## src/rtl/imager_pkg.sv

```systemverilog
// Shared imager definitions: default geometry, derived accumulator widths, centroid FSM states.
package imager_pkg;

    localparam int unsigned DEF_MAX_RESOLUTION = 112;
    localparam int unsigned DEF_PIXEL_WIDTH    = 8;
    localparam int unsigned DEF_COORD_WIDTH    = 7;

    localparam int unsigned CNT_WIDTH = 2 * DEF_COORD_WIDTH;
    localparam int unsigned SUM_WIDTH = 3 * DEF_COORD_WIDTH;

    typedef enum logic [1:0] {
        IDLE   = 2'd0,
        ACCUM  = 2'd1,
        DIVIDE = 2'd2
    } state_t;

endpackage

```

## src/rtl/seq_divider.sv

```systemverilog
// Restoring unsigned divider, one quotient bit per clock.
// The first bit is produced on the start edge, so done is registered
// DIVIDEND_WIDTH-1 clocks after start and quotient is valid from then on.
module seq_divider #(
    parameter int unsigned DIVIDEND_WIDTH = 21,
    parameter int unsigned DIVISOR_WIDTH  = 14,
    parameter int unsigned QUOTIENT_WIDTH = 7
) (
    input  logic                      clk,
    input  logic                      reset,
    input  logic                      start,
    input  logic [DIVIDEND_WIDTH-1:0] dividend,
    input  logic [DIVISOR_WIDTH-1:0]  divisor,
    output logic                      done,
    output logic [QUOTIENT_WIDTH-1:0] quotient
);

    localparam int unsigned STEP_WIDTH = $clog2(DIVIDEND_WIDTH + 1);

    logic [DIVISOR_WIDTH-1:0]  rem;
    logic [DIVISOR_WIDTH-1:0]  dvsr;
    logic [DIVIDEND_WIDTH-1:0] quot;
    logic [STEP_WIDTH-1:0]     steps;
    logic                      running;

    logic [DIVISOR_WIDTH-1:0]  rem_in;
    logic [DIVISOR_WIDTH-1:0]  dvsr_in;
    logic [DIVIDEND_WIDTH-1:0] quot_in;
    logic [DIVISOR_WIDTH:0]    trial;
    logic [DIVISOR_WIDTH-1:0]  rem_step;
    logic [DIVIDEND_WIDTH-1:0] quot_step;

    assign quotient = quot[QUOTIENT_WIDTH-1:0];

    // One restoring step; a start seeds the step with the fresh operands.
    always_comb begin
        rem_in    = start ? '0 : rem;
        quot_in   = start ? dividend : quot;
        dvsr_in   = start ? divisor : dvsr;
        trial     = {rem_in, quot_in[DIVIDEND_WIDTH-1]};
        quot_step = {quot_in[DIVIDEND_WIDTH-2:0], 1'b0};
        rem_step  = trial[DIVISOR_WIDTH-1:0];
        if (trial >= {1'b0, dvsr_in}) begin
            rem_step     = DIVISOR_WIDTH'(trial - {1'b0, dvsr_in});
            quot_step[0] = 1'b1;
        end
    end

    // Iteration registers and the single-cycle completion flag.
    always_ff @(posedge clk or posedge reset) begin
        if (reset) begin
            rem     <= '0;
            dvsr    <= '0;
            quot    <= '0;
            steps   <= '0;
            running <= 1'b0;
            done    <= 1'b0;
        end else begin
            done <= 1'b0;
            if (start) begin
                rem     <= rem_step;
                quot    <= quot_step;
                dvsr    <= divisor;
                steps   <= STEP_WIDTH'(DIVIDEND_WIDTH - 1);
                running <= 1'b1;
            end else if (running) begin
                rem   <= rem_step;
                quot  <= quot_step;
                steps <= steps - STEP_WIDTH'(1);
                if (steps == STEP_WIDTH'(1)) begin
                    running <= 1'b0;
                    done    <= 1'b1;
                end
            end
        end
    end

endmodule

```

## src/rtl/pupil_centroid.sv

```systemverilog
// Dark-pixel centroid per frame: accumulates count and row/column sums of
// pixels below the threshold, then divides to locate the pupil.
// Optional macro PUPIL_ADAPTIVE_THRESH_EN: threshold becomes an offset above
// the previous frame's minimum pixel value (saturating).
module pupil_centroid
    import imager_pkg::*;
#(
    parameter int unsigned MAX_RESOLUTION = DEF_MAX_RESOLUTION,
    parameter int unsigned PIXEL_WIDTH    = DEF_PIXEL_WIDTH,
    parameter int unsigned COORD_WIDTH    = DEF_COORD_WIDTH
) (
    input  logic                     clk,
    input  logic                     reset,
    input  logic                     frame_capture_start,
    input  logic                     frame_capture_done,
    input  logic                     pixel_valid,
    input  logic [PIXEL_WIDTH-1:0]   pixel_data,
    input  logic [COORD_WIDTH-1:0]   pixel_row,
    input  logic [COORD_WIDTH-1:0]   pixel_col,
    input  logic [PIXEL_WIDTH-1:0]   threshold,
    input  logic [2*COORD_WIDTH-1:0] min_count,
    output logic [COORD_WIDTH-1:0]   pupil_location_horizontal,
    output logic [COORD_WIDTH-1:0]   pupil_location_vertical,
    output logic                     pupil_valid,
    output logic                     result_strobe,
    output logic                     busy
);

    localparam int unsigned CNT_W = 2 * COORD_WIDTH;
    localparam int unsigned SUM_W = 3 * COORD_WIDTH;

    state_t                 state;
    logic [CNT_W-1:0]       count, count_next;
    logic [SUM_W-1:0]       sum_col, sum_col_next;
    logic [SUM_W-1:0]       sum_row, sum_row_next;
    logic [PIXEL_WIDTH-1:0] eff_threshold;
    logic                   pixel_in_range;
    logic                   pixel_dark;
    logic                   accumulate;
    logic                   frame_end;
    logic                   result_skip;
    logic                   div_start;
    logic                   done_col, done_row;
    logic [COORD_WIDTH-1:0] quot_col, quot_row;

    assign pixel_in_range = pixel_valid
                          && (32'(pixel_row) < MAX_RESOLUTION)
                          && (32'(pixel_col) < MAX_RESOLUTION);
    assign pixel_dark  = pixel_in_range && (pixel_data < eff_threshold);
    assign accumulate  = frame_capture_start || (state == ACCUM);
    assign frame_end   = (state == ACCUM) && frame_capture_done && !frame_capture_start;
    assign result_skip = (count_next == '0) || (count_next < min_count);
    assign div_start   = frame_end && !result_skip;

    // Next accumulator values: a start clears first, then the current pixel adds in.
    always_comb begin
        count_next   = frame_capture_start ? '0 : count;
        sum_col_next = frame_capture_start ? '0 : sum_col;
        sum_row_next = frame_capture_start ? '0 : sum_row;
        if (pixel_dark) begin
            count_next   = count_next + CNT_W'(1);
            sum_col_next = sum_col_next + SUM_W'(pixel_col);
            sum_row_next = sum_row_next + SUM_W'(pixel_row);
        end
    end

`ifdef PUPIL_ADAPTIVE_THRESH_EN
    logic [PIXEL_WIDTH-1:0] frame_min, frame_min_next, prev_min;
    logic                   prev_min_valid;
    logic [PIXEL_WIDTH:0]   thr_sum;

    assign thr_sum       = {1'b0, prev_min} + {1'b0, threshold};
    assign eff_threshold = !prev_min_valid ? threshold
                         : (thr_sum[PIXEL_WIDTH] ? '1 : thr_sum[PIXEL_WIDTH-1:0]);

    // Running minimum including the pixel in flight this cycle.
    always_comb begin
        frame_min_next = frame_capture_start ? '1 : frame_min;
        if (pixel_in_range && (pixel_data < frame_min_next)) begin
            frame_min_next = pixel_data;
        end
    end

    // Frame minimum tracking; only a completed frame updates the reference.
    always_ff @(posedge clk or posedge reset) begin
        if (reset) begin
            frame_min      <= '1;
            prev_min       <= '0;
            prev_min_valid <= 1'b0;
        end else begin
            if (accumulate) begin
                frame_min <= frame_min_next;
            end
            if (frame_end) begin
                prev_min       <= frame_min_next;
                prev_min_valid <= 1'b1;
            end
        end
    end
`else
    assign eff_threshold = threshold;
`endif

    seq_divider #(
        .DIVIDEND_WIDTH(SUM_W),
        .DIVISOR_WIDTH (CNT_W),
        .QUOTIENT_WIDTH(COORD_WIDTH)
    ) u_div_col (
        .clk     (clk),
        .reset   (reset),
        .start   (div_start),
        .dividend(sum_col_next),
        .divisor (count_next),
        .done    (done_col),
        .quotient(quot_col)
    );

    seq_divider #(
        .DIVIDEND_WIDTH(SUM_W),
        .DIVISOR_WIDTH (CNT_W),
        .QUOTIENT_WIDTH(COORD_WIDTH)
    ) u_div_row (
        .clk     (clk),
        .reset   (reset),
        .start   (div_start),
        .dividend(sum_row_next),
        .divisor (count_next),
        .done    (done_row),
        .quotient(quot_row)
    );

    // Frame FSM with accumulators and registered result outputs.
    always_ff @(posedge clk or posedge reset) begin
        if (reset) begin
            state                     <= IDLE;
            count                     <= '0;
            sum_col                   <= '0;
            sum_row                   <= '0;
            pupil_location_horizontal <= '0;
            pupil_location_vertical   <= '0;
            pupil_valid               <= 1'b0;
            result_strobe             <= 1'b0;
            busy                      <= 1'b0;
        end else begin
            result_strobe <= 1'b0;
            if (accumulate) begin
                count   <= count_next;
                sum_col <= sum_col_next;
                sum_row <= sum_row_next;
            end
            case (state)
                IDLE: begin
                    if (frame_capture_start) begin
                        state <= ACCUM;
                        busy  <= 1'b1;
                    end
                end
                ACCUM: begin
                    if (frame_end) begin
                        if (result_skip) begin
                            pupil_valid   <= 1'b0;
                            result_strobe <= 1'b1;
                            state         <= IDLE;
                            busy          <= 1'b0;
                        end else begin
                            state <= DIVIDE;
                        end
                    end
                end
                DIVIDE: begin
                    if (frame_capture_start) begin
                        state <= ACCUM;
                    end else if (done_col && done_row) begin
                        pupil_location_horizontal <= quot_col;
                        pupil_location_vertical   <= quot_row;
                        pupil_valid               <= 1'b1;
                        result_strobe             <= 1'b1;
                        state                     <= IDLE;
                        busy                      <= 1'b0;
                    end
                end
                default: begin
                    state <= IDLE;
                    busy  <= 1'b0;
                end
            endcase
        end
    end

endmodule

```

## config.mk

```make
export PLATFORM = sky130hd
export DESIGN_NAME = pupil_centroid
export DESIGN_NICKNAME = d
export VERILOG_FILES = /design/src/rtl/imager_pkg.sv /design/src/rtl/seq_divider.sv /design/src/rtl/pupil_centroid.sv
export SDC_FILE = /design/constraint.sdc
export NUM_CORES = 1
export LEC_CHECK = 0
export BUFFER_PORTS_ARGS = -buffer_cell sky130_fd_sc_hd__buf_2
export CAP_MARGIN = 10
export CELL_PAD_IN_SITES_DETAIL_PLACEMENT = 1
export CELL_PAD_IN_SITES_GLOBAL_PLACEMENT = 2
export CORE_ASPECT_RATIO = 0.6
export CORE_UTILIZATION = 40
export CTS_BUF_LIST = sky130_fd_sc_hd__clkbuf_4 sky130_fd_sc_hd__clkbuf_8
export CTS_CLUSTER_DIAMETER = 150
export DETAILED_ROUTE_END_ITERATION = 8
export PLACE_DENSITY_LB_ADDON = 0.1
export SYNTH_ARGS = -nofsm -noshare
export SYNTH_HDL_FRONTEND = slang
export SYNTH_SLANG_ARGS = --single-unit
```

## constraint.sdc

```tcl
create_clock -name clk -period 9.9 [get_ports clk]
set_input_delay 0.495 -clock clk [delete_from_list [all_inputs] [get_ports clk]]
set_output_delay 0.495 -clock clk [all_outputs]
set_load 0.005 [all_outputs]
```

# Word level (Yosys, flattened, before mapping)
# Index checks and enable logic that the tools add are counted.
# op_classes
add_sub_neg,7
magnitude_cmp,6
n_eq_ne,10
mux,60
bitwise,1
reduce_logical,20
# op_table
operator,n
21-bit 2-to-1 mux,10
14-bit 2-to-1 mux,12
21-bit by 7-bit adder with 21-bit output,2
15-bit by 14-bit >= comparator with 1-bit output,2
14-bit subtractor,2
1-bit 2-to-1 mux,25
5-bit 2-to-1 mux,4
14-bit by 1-bit adder with 14-bit output (second input constant),1
14-bit zero test,1
14-bit < comparator,1
7-bit < comparator (second input constant),2
5-bit by 1-bit == test with 1-bit output (second input constant),2
2-bit 2-to-1 mux,5
2-bit inequality test (second input constant),5
5-bit AND reduction,2
5-bit by 1-bit subtractor with 5-bit output (second input constant),2
8-bit < comparator,1
1-bit logical AND,7
2-bit one-hot mux with 3 select lines,1
3-bit AND reduction,2
2-bit nonzero test,3
1-bit one-hot mux with 2 select lines,2
3-bit inequality test (second input constant),1
1-bit one-hot mux with 3 select lines,1
6 further kinds,8
# totals
register_bits,187
input_bits,49
elab_cells,125

# Longest topological paths before layout
# Gate-level depths: netlist of the first run.
# depth
ltp_word,14
depth_mapped,41
ltp_nobuf,33

# Hierarchy
# Synthesis of the first run repeated with hierarchy kept, for this count alone.
# hier_totals
hier_cells,1379
area_unflattened_um2,12675.9
# by_module_without_submodules
module,instances,cells_each,area_each_um2
seq_divider,2,361,3435.8
pupil_centroid,1,657,5804.3

# Worst setup path after synthesis of the first run
# No wires, ideal clock.
# synth_path
kind,input-to-reg
from,input port frame_capture_start
to,register u_div_row.rem[7]
setup_time_ps,126
arrival_ps,7780
t_required_ps,9774
slack_ps,1994
path_stages,39
path_buffers,8
cell_sequence,clkbuf_1 buf_1 clkbuf_1 clkbuf_1 nor2b_1 ha_1 and3b_1 nand2_1 nor3_4 xor2_2 inv_1 ha_1 nor3b_1 o2111ai_1 a211oi_1 a2111oi_0 nor3_1 maj3_1 [3 not listed] clkbuf_1 clkbuf_1 nand2_1 o21ai_0 ha_1 nor2b_1 o21ai_0 nand2b_1 nand2_1 a21oi_1 and2_1 a2111oi_2 o31ai_4 o31ai_2 o31ai_4 buf_2 a32oi_1 o21ai_1
# synth_between
elab_chain_cells,12
# synth_rtl
element,line,rtl
start: declaration,pupil_centroid.sv:14,"input logic frame_capture_start,"
14-bit 2-to-1 mux (*),pupil_centroid.sv:57,count_next = frame_capture_start ? '0 : count;
14-bit by 1-bit adder with 14-bit output,pupil_centroid.sv:61,count_next = count_next + CNT_W'(1);
14-bit 2-to-1 mux (*),pupil_centroid.sv:60,if (pixel_dark) begin
via count_next[6],pupil_centroid.sv:33,"logic [CNT_W-1:0] count, count_next;"
14-bit < comparator / 14-bit zero test (equally long branches),pupil_centroid.sv:52,assign result_skip = (count_next == '0) || (count_next < min_count);
1-bit logical OR,pupil_centroid.sv:52,
1-bit zero test,pupil_centroid.sv:53,assign div_start = frame_end && !result_skip;
1-bit logical AND,pupil_centroid.sv:53,
21-bit 2-to-1 mux (tied with other cells),seq_divider.sv:38,quot_in = start ? dividend : quot;
14-bit subtractor / 15-bit by 14-bit >= comparator with 1-bit output (equally long branches),"seq_divider.sv:44, seq_divider.sv:43",
14-bit 2-to-1 mux,seq_divider.sv:43,"if (trial >= {1'b0, dvsr_in}) begin"
14-bit 2-to-1 mux,seq_divider.sv:66,end else if (running) begin
14-bit 2-to-1 mux,seq_divider.sv:60,if (start) begin
end signal: assignment,seq_divider.sv:61,rem <= rem_step;
end signal: assignment,seq_divider.sv:67,rem <= rem_step;
end: declaration,seq_divider.sv:20,logic [DIVISOR_WIDTH-1:0] rem;
# The timed path passes the listed nets; every way through them passes the cells marked *. The select of a mux whose other input is x is not followed.
# A chain may end at the register's enable or synchronous reset.

# Final worst setup path of the first run
# layout_path
from,register count[0]
to,register u_div_row.rem[12]
# layout_between
elab_chain_cells,12
# layout_rtl
element,line,rtl
start: declaration,pupil_centroid.sv:33,
start signal: assignment,pupil_centroid.sv:147,count <= count_next;
14-bit 2-to-1 mux (*),pupil_centroid.sv:57,
14-bit by 1-bit adder with 14-bit output (*),pupil_centroid.sv:61,
14-bit 2-to-1 mux (*),pupil_centroid.sv:60,
via count_next[6],pupil_centroid.sv:33,
14-bit < comparator / 14-bit zero test (equally long branches),pupil_centroid.sv:52,
1-bit logical OR,pupil_centroid.sv:52,
1-bit zero test,pupil_centroid.sv:53,
1-bit logical AND,pupil_centroid.sv:53,
21-bit 2-to-1 mux (tied with other cells),seq_divider.sv:38,
14-bit subtractor / 15-bit by 14-bit >= comparator with 1-bit output (equally long branches),"seq_divider.sv:44, seq_divider.sv:43",
14-bit 2-to-1 mux,seq_divider.sv:43,
14-bit 2-to-1 mux,seq_divider.sv:66,
14-bit 2-to-1 mux,seq_divider.sv:60,
# Marks and branches as above.

==> summary.md, run 1 <==
| Metric | Value |
|---|---|
| Root buf cell | `clkbuf_8` |
| Port bufs | `65` |
| MaxCap Viol Count | `0` |
| Hold Vio Cnt, Final | `0` |
| Post-CTS sizing | `0` |
| Antenna violations before repair | `1` |
| TritonCTS clock tree | `yes` |
| Post-Synth Adder-Cell Area | `7.781%` |
| Crit path DAT | `between 8 and 9 ns` |
| Setup TNS | `0 ns` |
| Die span in y | `~140 um` |
| Minimum clock period | `8.253 ns` |
| DR pass1 iterations | `5` |
| Status | `finished clean` |
| Power share of the combinational group | `between 40% and 50%` |
| Top achievable clock speed | `121.2 MHz` |
| H-tree levels | `4` |
| Most frequent cells in the layout | `dfrtp_1 (186), nand2_1 (156), nor2_1 (132)` |
| Boundary Pins | `66` |
| Vias in the first global route | `roughly 10000` |
| Seq pwr share | `around a third` |
| Internal power | `between 1.5 and 2 mW` |
| Layout cell share with drive strength beyond 1 | `between 10 and 15%` |
| DIE WIDTH | `~230 um` |
| Clk network pwr share | `approximately 18%` |
| R2R cell count | `33` |
| Vias | `roughly 10000` |
| Ys async rst share | `100.0%` |
| Total track usage | `roughly a quarter` |
| Net Switching | `around 1.5 mW` |
| Routed wire length per instance | `between 20 and 25 um` |
| Layout area overhead | `9.639%` |
| Post-Synth XOR/XNOR Area | `8.036%` |
| N_diodes | `0` |
| CP max stage delay | `about 0.5 ns` |
| CP startpoint | `count[0]` |
| Routability cong. | `slightly above 0.8` |
| Final period utilization | `83.37%` |
| Vias per cell | `~5.4` |
| DRC Markers | `0` |
| RR Endpoint | `u_div_row.rem[12]` |
| Post-synthesis instance area | `between 10000 and 15000 um2` |
| Crit Path Category | `reg2reg` |
| Buf+Inv Stages, Crit Path | `4` |
| CP Data Required Time | `roughly 10 ns` |
| Ranking of synthesized cells by area | `dfrtp_1 (38%), ha_1 (6.6%), a21oi_1 (4.9%), nand2_1 (4.8%), xnor2_1 (4.1%)` |
| Clock slew at reported path FFs | `about 0.11 ns` |
| Cts hold-fix bufs | `0` |
| Total power | `3.467 mW` |
| Slowest CP cell | `a2111oi_2` |
| Hold Path Class | `in2async` |
| Worst Tran Pin Value | `roughly 1.0 ns` |
| Normalized max-slew margin | `32.79%` |
| RSZ-0062 raised after global routing | `no` |
| Count of unique library cells instantiated by Yosys | `just under 80` |
| Drt total wl | `37130 um` |
| Max IR drop VDD | `approximately 0.00022 V` |
| Pins over their slew limit | `0` |
| Initial core utilization | `around 41%` |
| FP Rows | `49` |
| Post-route ant nets | `0` |
| Die area | `31360 um2` |
| Cell area after placement | `around 13000 um2` |
| CP Capture Type | `register` |
| Critical Path End | `u_div_row.rem[12]` |
| Ys flop type | `dfrtp_1` |
| Layout Nets | `~1500` |
| Post-Syn Instances | `around 1400` |
| Grt ovf | `0` |
| Mean post-synth cell area | `around 9 um2` |
| WHS | `approximately 0.14 ns` |
| Clk_lat worst skew | `between 0.5 and 0.6 ns` |
| WP depth | `33` |
| CP max FO | `32` |
| Share of the synthesized area in the top cell type | `between 30% and 40%` |
| Post-place setup slack | `between 1 and 1.5 ns` |
| R2r startpoint | `count[0]` |
| Number of synthesis warnings | `0` |
| Initial drt markers | `624` |
| Sw frac | `roughly 43%` |
| Clock Sinks | `187` |
| Syn_nets | `1512` |
| Crit path max-delay family | `compound AO/OA/AOI/OAI gates` |
| Largest family of logic cells by synthesized area | `simple AND/OR/NAND/NOR gates` |
| Register area share after synthesis | `38.19%` |
| Worst Setup Start Kind | `register` |
| Post-synthesis compound-gate area fraction | `around 18%` |
| Largest net degree at the start of global routing | `126` |
| Post-CTS setup buffer count | `0` |
| Setup ws final | `1.647 ns` |
| Post-synth EDFFs | `0` |
| FF+latch count, synth | `187` |
| Finished layout cell area | `~13000 um2` |
| Mux cell area share after synthesis | `under 10%` |
| Simple-gate share of the synthesized area | `between 10% and 20%` |
| Most common cell after layout, fill and taps aside | `dfrtp_1` |
| Pleak | `about 6.4 nW` |
| Core region area | `between 30000 and 40000 um2` |
| Clock buffer depth | `2` |
| Reg-to-reg slack, setup | `1.65 ns` |
| DP Wirelength | `around 28000 um` |
| Final setup violation count | `0` |
| Worst clock skew | `between 0.01 and 0.015 ns` |
| First-pass GRT wire length | `approximately 59000 um` |
| Post-synth top area cell | `dfrtp_1` |
| PwrDens | `around 260 nW/um2` |
| Cts bufs inserted | `17` |
-- worst min path at each step --
| stage | start | endpoint | cells past startpoint |
|---|---|---|---|
| final | reset | u_div_col.quot[2] | 2 |
| after global routing | reset | u_div_col.quot[2] | 2 |
| after global placement | u_div_row.rem[1] | u_div_row.rem[1] | 2 |
| after floorplan | u_div_col.dvsr[13] | u_div_col.dvsr[13] | 2 |
| after CTS | reset | u_div_col.quot[2] | 2 |
| after detailed placement | u_div_col.dvsr[11] | u_div_col.dvsr[11] | 2 |
-- metal layers --
layer | track usage [%] | share of wire [%] | vias to the layer above
met5 | 0 | 0 | -
met4 | 5.742 | 1.0 | 0
met3 | 4.594 | 4.3 | 25
met2 | 33.76 | 39 | 146
met1 | 39.74 | 56 | 4970
li1 | - | - | 4847
-- sequential cells by signal, indices dropped and copies added (netlist names), 7 cells and up --
| register | count |
|---|---|
| sum_col | 21 |
| sum_row | 21 |
| u_div_col.quot | 21 |
| u_div_row.quot | 21 |
| count | 14 |
| u_div_col.dvsr | 14 |
| u_div_col.rem | 14 |
| u_div_row.dvsr | 14 |
| u_div_row.rem | 14 |
| pupil_location_horizontal | 7 |
| pupil_location_vertical | 7 |
-- power by group through the flow --
| stage | Sequential [mW] | Combinational, mW | Clock (mW) |
|---|---|---|---|
| floorplan | 1.10 | 1.30 | 0 |
| global placement | 1.22 | 1.59 | 0 |
| CTS | 1.21 | 1.64 | 0.644 |
| detailed placement | 1.22 | 1.63 | 0 |
| global route | 1.24 | 1.84 | 0.666 |
| finish | 1.21 | 1.63 | 0.626 |
-- layout make-up --
cell class	instances	area [um2]
sequential	187	4681
tap	408	510.5
fill	3535	16610
clock inverter	12	210.2
clock buffer	19	255.2
inverter	78	300.3
timing repair buffer	87	490.5
multi-input combinational	1056	6987
-- through the flow --
stage               instances  utilization (%)
global route             1847            44.72
floorplan                1394                -
global placement         1816            43.17
CTS                      1847            44.72
detailed placement       1816            43.17
finish                   1847            44.72
-- cells in the mapped netlist (36+ instances only) --
| cell type | number |
|---|---|
| a21oi_1 | 120 |
| clkbuf_1 | 50 |
| dfrtp_1 | 187 |
| ha_1 | 65 |
| inv_1 | 77 |
| mux2i_1 | 36 |
| nand2_1 | 156 |
| nor2_1 | 132 |
| nor2b_1 | 54 |
| o21ai_0 | 65 |
| xnor2_1 | 58 |
| xor2_1 | 50 |
-- worst reg2reg max path, delay by kind of cell, from the launching register on --
kind,cells,cell delay (ns)
fa+ha+maj,4,1.03
compound gates,12,2.78
flops,1,0.39
buf+inv,4,0.96
xor+xnor,1,0.42
simple gates,12,2.58
-- cell families (layout without fill, tap and decap cells) --
| kind of cell | after synthesis | after routing |
|---|---|---|
| AO/OA/AOI/OAI | 336 | 336 |
| XOR/XNOR | 110 | 110 |
| adder cells (fa/ha/maj) | 75 | 75 |
| buffers and inverters | 151 | 196 |
| flip-flops | 187 | 187 |
| multiplexers | 55 | 55 |
| AND/OR/NAND/NOR | 480 | 480 |
Power figures use the tool's default switching activity.
==> run 2, diff against run 1 <==
CORE_UTILIZATION = 36   (was 40)
clock period = 6.85 ns   (was 9.9 ns; I/O delays follow)
==> run 2 against run 1 <==
  * Hold slack better by 0.16 ns
  * Combinational power is 55% higher
  * Via count is 2.7% higher
  * Worst setup slack worse by 1.2 ns
  * Highest routed layer unchanged
  * Largest cell class unchanged
  * Critical endpoint is now u_div_row.rem[10]
==> summary.md, run 2 (synthesis gave the netlist of run 1 again) <==
| Metric | Value |
|---|---|
| Antenna violations before repair | `1 (unchanged)` |
| Worst Tran Pin Value | `1.034 ns (+0.02536 ns)` |
| Crit path top cell by count | `o31ai_4` |
| Routed wire length per instance | `19.91 um (-0.96%)` |
| Hold Path Class | `in2reg` |
| Clock Sinks | `187 (unchanged)` |
| Layout area overhead | `13.91%` |
| CP max FO | `17 (-47%)` |
| Reg-to-reg slack, setup | `0.49 ns (-1.16 ns)` |
| Initial drt markers | `581 (-6.9%)` |
| Total track usage | `23.33% (-1.6 points)` |
| Final setup violation count | `0 (unchanged)` |
| Root buf cell | `clkbuf_8` |
| Clk network pwr share | `15.6% (-2.4 points)` |
| WHS Endpoint | `u_div_row.quot[1]` |
| Worst clock skew | `0.01369 ns (+0.00004420 ns)` |
| Boundary Pins | `66 (unchanged)` |
| Most common cell after layout, fill and taps aside | `dfrtp_1` |
| WHS | `0.3057 ns (+0.1642 ns)` |
| Initial core utilization | `37.21% (-3.6 points)` |
| Normalized max-slew margin | `30.84% (-1.9 points)` |
| Max IR drop VDD | `0.0001472 V (-33%)` |
| DRC Markers | `0 (unchanged)` |
| PwrDens | `362.4 nW/um2 (+40%)` |
| Sw frac | `44.04% (+1.1 points)` |
| Total power | `5.058 mW (+46%)` |
| Seq pwr share | `34.3% (-0.5 points)` |
| Clk_lat worst skew | `0.52 ns (about the same)` |
| Post-place setup slack | `-0.08372 ns (-1.255 ns)` |
| Die span in y | `144.9 um (+5.3%)` |
| DIE WIDTH | `240.2 um (+5.4%)` |
| Layout Nets | `1604 (+3.8%)` |
| CP max stage delay | `0.39 ns (-0.12 ns)` |
| Internal power | `2.830 mW (+43%)` |
| Minimum clock period | `6.364 ns (-1.889 ns)` |
| CP Capture Type | `register` |
| Net Switching | `2.228 mW (+49%)` |
| Cell depth of the worst min-delay path | `4` |
| Grt ovf | `0 (unchanged)` |
| First-pass GRT wire length | `62110 um (+4.5%)` |
| DR pass1 iterations | `5 (unchanged)` |
| Routability cong. | `0.8291 (+2.7%)` |
| Vias per cell | `5.264 (-2.7%)` |
| Slowest CP cell | `dfrtp_1` |
| Worst Setup Start Kind | `register` |
| N_diodes | `0 (unchanged)` |
| Final period utilization | `92.91% (+9.5 points)` |
| Status | `finished clean` |
| Clock slew at reported path FFs | `0.12 ns (about the same)` |
| Cts bufs inserted | `17 (unchanged)` |
| R2R cell count | `34 (+3.0%)` |
| Die area | `34800 um2 (+11%)` |
| Power share of the combinational group | `50.1% (+2.9 points)` |
| Port bufs | `65 (unchanged)` |
| Drt total wl | `38810 um (+4.5%)` |
| Largest net degree at the start of global routing | `107 (-15%)` |
| Most frequent cells in the layout | `dfrtp_1 (186), nand2_1 (155), nor2_1 (131)` |
| Hold Vio Cnt, Final | `0 (unchanged)` |
| FP Rows | `51 (+4.1%)` |
| RR Endpoint | `u_div_row.rem[10]` |
| Clock buffer depth | `2 (unchanged)` |
| Hold_sp | `pixel_row[0]` |
| H-tree levels | `4 (unchanged)` |
| CP Data Required Time | `7.28 ns (-3.03 ns)` |
| Top achievable clock speed | `157.1 MHz (+30%)` |
| Setup ws final | `0.4860 ns (-1.161 ns)` |
| Crit Path Category | `reg2reg` |
| Vias | `10260 (+2.7%)` |
| Crit path DAT | `6.79 ns (-1.87 ns)` |
| Layout cell share with drive strength beyond 1 | `15.68% (+4.4 points)` |
| R2r startpoint | `count[0]` |
| MaxCap Viol Count | `0 (unchanged)` |
| DP Wirelength | `28990 um (+5.3%)` |
| Post-route ant nets | `0 (unchanged)` |
| TritonCTS clock tree | `yes` |
| Core region area | `32930 um2 (+9.6%)` |
| Pleak | `6.610 nW (+4.0%)` |
| Vias in the first global route | `10380 (+3.0%)` |
| Pins over their slew limit | `0 (unchanged)` |
==> run 2: layout make-up <==
| class | count | area [um2] |
|---|---|---|
| Clock buffer | 17 | 234.0 |
| Clock inverter | 15 | 158.9 |
| Fill cell | 3855 | 18970 |
| Inverter | 78 | 300.3 |
| Multi-Input combinational cell | 1056 | 7064 |
| Sequential cell | 187 | 4681 |
| Tap cell | 450 | 563.0 |
| Timing Repair Buffer | 146 | 955.9 |
==> run 2: what timing repair did <==
action                     CTS  global route
hold buffers                 1             0
buffers inserted             0             2
gates resized for setup      0            11
hold endpoints to repair    19             0
setup endpoints to repair    0            29
==> run 2: metrics by stage <==
| stage | utilization, % | TNS [ns] | cells | cell area [um2] |
|---|---|---|---|---|
| detailed placement | 41.00 | -0.08372 | 1914 | 13500 |
| global placement | 41.00 | -0.06999 | 1914 | 13500 |
| floorplan | - | 0 | 1394 | 12340 |
| finish | 42.39 | 0 | 1949 | 13960 |
| global route | 42.39 | -0.1015 | 1949 | 13960 |
| CTS | 42.22 | 0 | 1947 | 13900 |
==> run 2: worst max-delay path by stage <==
stage / start / slack, ns / endpoint / depth (start not counted)
5_1_grt: count[0] / -0.04 / u_div_row.rem[10] / 34
6_report: count[0] / 0.49 / u_div_row.rem[10] / 34
4_1_cts: count[0] / 0.22 / u_div_row.rem[10] / 34
3_5_place_dp: pixel_data[2] / -0.08 / u_div_row.rem[10] / 34
2_1_floorplan: threshold[2] / 0.0005 / u_div_row.rem[5] / 37
3_3_place_gp: pixel_data[2] / -0.04 / u_div_col.rem[12] / 32
==> run 2: layer usage <==
metal  GRT usage [%]  vias to the layer above  part of all wire (%)
li1                -                     4976                     -
met3           4.509                       20                   4.1
met1           38.84                     5109                    57
met4           3.439                        0                  0.70
met2           30.43                      155                    38
met5               0                        -                     0
==> run 2: power by group through the flow <==
stage	Sequential (mW)	Clock, mW	Combinational, mW
floorplan	1.59	0	1.91
global placement	1.75	0	2.45
detailed placement	1.75	0	2.50
CTS	1.73	0.816	2.52
global route	1.79	0.860	2.85
finish	1.74	0.787	2.53
==> run 2: critical path, delay by kind of cell (launching register included) <==
| kind | cells | cell delay, ns |
|---|---|---|
| AOI/OAI and AO/OA | 11 | 2.16 |
| and+or+nand+nor | 13 | 1.85 |
| adders and majority gates | 4 | 0.97 |
| buffers and inverters | 4 | 0.62 |
| DFF | 1 | 0.39 |
| xor gates and xnor gates | 2 | 0.26 |
==> run 3, diff against run 2 <==
ABC_AREA = 1   (was not set)
CORE_UTILIZATION = 33   (was 36)
==> run 3 against run 2 <==
  * Design area fell by 3.5%
  * Critical path depth fell by 2
  * Via count rose by 6.7%
  * Clock power barely moved
  * Clock skew rose by 0.0046 ns
  * Critical endpoint is now u_div_row.rem[3]
  * The run now ends with DRC, hold timing left
  * Synthesized cell count rose by 21%
==> summary.md, run 3 <==
| Metric | Value |
|---|---|
| Global-route met3 utilization | `3.437% (-1.1 points)` |
| Vias in the first global route | `10920 (+5.2%)` |
| Hold Vio Cnt, Final | `6 (+6)` |
| Antenna violations before repair | `1 (unchanged)` |
| Ys async rst share | `100.0% (unchanged)` |
| Mean post-synth cell area | `7.227 um2 (-18%)` |
| Most common cell after layout, fill and taps aside | `nand2_1` |
| DRC Markers | `1 (+1)` |
| Largest net degree at the start of global routing | `131 (+22%)` |
| CP max FO | `17 (unchanged)` |
| Pleak | `6.970 nW (+5.4%)` |
| Initial core utilization | `33.54% (-3.7 points)` |
| Post-synth EDFFs | `0 (unchanged)` |
| Final Core Density | `36.99% (-5.4 points)` |
| Worst Setup Start Kind | `register` |
| Inst Count DP | `2192 (+15%)` |
| Post-CTS setup buffer count | `0 (unchanged)` |
| CP Capture Type | `register` |
| Finished layout cell area | `13470 um2 (-3.5%)` |
| Layout cell share with drive strength beyond 1 | `8.810% (-6.9 points)` |
| Root buf cell | `clkbuf_8` |
| Clock slew at reported path FFs | `0.11 ns (about the same)` |
| Share of the synthesized area in the top cell type | `38.32% (+0.13 points)` |
| Vias | `10940 (+6.7%)` |
| R2R cell count | `32 (-5.9%)` |
| Clock Sinks | `187 (unchanged)` |
| Crit Path Category | `reg2reg` |
| CP Data Required Time | `7.26 ns (-0.02 ns)` |
| Clk_lat worst skew | `0.53 ns (about the same)` |
| Ranking of synthesized cells by area | `dfrtp_1 (38%), nand2_1 (15%), inv_1 (8.2%), ha_1 (6.7%), nand3_1 (5.0%)` |
| Normalized max-slew margin | `24.61% (-6.2 points)` |
| Number of synthesis warnings | `0 (unchanged)` |
| Top achievable clock speed | `163.9 MHz (+4.3%)` |
| List of most frequent post-synthesis cells | `nand2_1 (484), inv_1 (267), dfrtp_1 (187)` |
| Post-route ant nets | `0 (unchanged)` |
| TritonCTS clock tree | `yes` |
| PwrDens | `412.9 nW/um2 (+14%)` |
| Post-Syn Instances | `1690 (+21%)` |
| Core region area | `36420 um2 (+11%)` |
| Reg-to-reg slack, setup | `0.75 ns (+0.26 ns)` |
| FF+latch count, synth | `187 (unchanged)` |
| Final period utilization | `89.10% (-3.8 points)` |
| Worst clock skew | `0.01827 ns (+0.004580 ns)` |
| Minimum clock period | `6.103 ns (-0.2610 ns)` |
| Max IR drop VDD | `0.0001683 V (+14%)` |
| Initial drt markers | `538 (-7.4%)` |
| WHS | `-0.02890 ns (-0.3346 ns)` |
| Grt met1 use | `33.87% (-5.0 points)` |
| Most frequent cells in the layout | `nand2_1 (484), inv_1 (264), dfrtp_1 (187)` |
| Routed wire length per instance | `17.50 um (-12%)` |
| DP Wirelength | `28760 um (-0.79%)` |
| Die span in y | `151.0 um (+4.2%)` |
| Crit path DAT | `6.52 ns (-0.27 ns)` |
| RSZ-0062 raised after global routing | `no` |
| Post-synthesis instance area | `12210 um2 (-0.33%)` |
| H-tree levels | `4 (unchanged)` |
| Clock buffer depth | `2 (unchanged)` |
| Syn_nets | `1808 (+20%)` |
| Routability cong. | `0.8829 (+6.5%)` |
| Setup TNS | `0 ns (unchanged)` |
| Final Non-Filler Cells | `2224 (+14%)` |
| Register area share after synthesis | `38.32% (+0.13 points)` |
| Count of unique library cells instantiated by Yosys | `50 (-35%)` |
| MaxCap Viol Count | `0 (unchanged)` |
| Grt ovf | `0 (unchanged)` |
| Layout Nets | `1853 (+16%)` |
| GR Util met2 | `30.86% (+0.43 points)` |
| Die area | `37810 um2 (+8.6%)` |
| Status | `finished with violations` |
| Layout area overhead | `10.29%` |
| Cell area after placement | `13070 um2 (-3.2%)` |
| RR Endpoint | `u_div_row.rem[3]` |
| Boundary Pins | `66 (unchanged)` |
| CP max stage delay | `0.38 ns (about the same)` |
| Final setup violation count | `0 (unchanged)` |
| Vias per cell | `4.920 (-6.5%)` |
| DR pass1 iterations | `6 (+1)` |
| Total track usage | `21.63% (-1.7 points)` |
| R2r startpoint | `sum_row[0]` |
| Post-synth top area cell | `dfrtp_1` |
| First-pass GRT wire length | `62920 um (+1.3%)` |
| Most used routing layer | `met1` |
| Drt total wl | `38920 um (+0.28%)` |
| Slowest CP cell | `fa_1` |
| Most common cell in the netlist | `nand2_1` |
| Pins over their slew limit | `0 (unchanged)` |
| Hold Path Class | `in2async` |
| Cts bufs inserted | `17 (unchanged)` |
| Failing checks | `DRC, hold timing` |
| Crit path top cell by count | `nand2_1` |
| DIE WIDTH | `250.4 um (+4.2%)` |
| Port bufs | `65 (unchanged)` |
| FP Rows | `54 (+5.9%)` |
| N_diodes | `0 (unchanged)` |
| Ys flop type | `dfrtp_1` |
| Worst Tran Pin Value | `1.128 ns (+0.09411 ns)` |
| Setup ws final | `0.7470 ns (+0.2610 ns)` |
| Post-place setup slack | `0.2162 ns (+0.2999 ns)` |
-- run 3: cell count changes after synthesis, moves of 53 or more --
cell,change
nor2b_1,-53
a21oi_1,-85
inv_1,+190
nand2_1,+328
nand3_1,+102
o21ai_0,+53
-- run 3: worst max path at each step --
stage / from / endpoint / slack (ns) / cells after the start
final: sum_row[0] / u_div_row.rem[3] / 0.75 / 32
after global placement: frame_capture_start / u_div_row.rem[5] / 0.38 / 32
after global routing: sum_row[0] / u_div_row.rem[8] / 0.03 / 32
after detailed placement: frame_capture_start / u_div_row.rem[3] / 0.22 / 32
after floorplan: frame_capture_start / u_div_row.rem[5] / 1.25 / 34
after CTS: sum_row[0] / u_div_row.rem[3] / 0.59 / 32
-- run 3: worst max-delay path: cells and delay by family, from the launching register on --
kind,cells,cell delay (ns)
and+or+nand+nor,19,2.90
DFF,1,0.34
AOI/OAI and AO/OA,6,1.35
xor gates and xnor gates,1,0.18
adders and majority gates,3,0.82
buffers and inverters,2,0.11
muxes,1,0.31
-- run 3: layout make-up --
cell class / count / area (um2)
clock buffer: 19 / 249.0
timing repair buffer: 89 / 518.0
tap: 476 / 595.6
inverter: 273 / 1032
sequential: 187 / 4679
multi-input combinational: 1167 / 6245
fill: 4565 / 22950
clock inverter: 13 / 150.1
-- run 3: routing by layer --
metal | part of all wire [%] | wire [um]
met1 | 56 | 21820
met2 | 40 | 15520
met5 | 0 | 0
met3 | 3.2 | 1236
met4 | 0.86 | 336
-- run 3: where the power goes --
group          total, mW  leakage (nW)  switching (mW)  internal, mW
logic               3.13          4.34            2.09          1.04
registers           1.64          2.43           0.174          1.46
clock network      0.789         0.200           0.505         0.284
total               5.56          6.97            2.77          2.79
-- run 3: repair_timing --
action	in CTS	in global routing
setup endpoints to repair	0	7
resized for setup	0	1
hold buffers	0	0
-- run 3: logic make-up (layout without fill, tap and decap cells) --
group                      after synthesis  in the layout  share of synthesized area, %
AOI/OAI and AO/OA                      237            237                         11.31
xor gates and xnor gates                57             57                         4.088
adders and majority gates               69             69                         7.315
buffers and inverters                  336            394                         10.72
DFF                                    187            187                         38.32
muxes                                    4              4                        0.3483
and+or+nand+nor                        800            800                         27.91
-- run 3: stage by stage --
| stage | hold WS [ns] | total power, mW |
|---|---|---|
| floorplan | 0.4492 | 3.901 |
| global placement | 0.4620 | 4.737 |
| detailed placement | 0.4654 | 4.775 |
| CTS | 0.05652 | 5.597 |
| global route | 0.06802 | 6.134 |
| finish | -0.02890 | 5.561 |
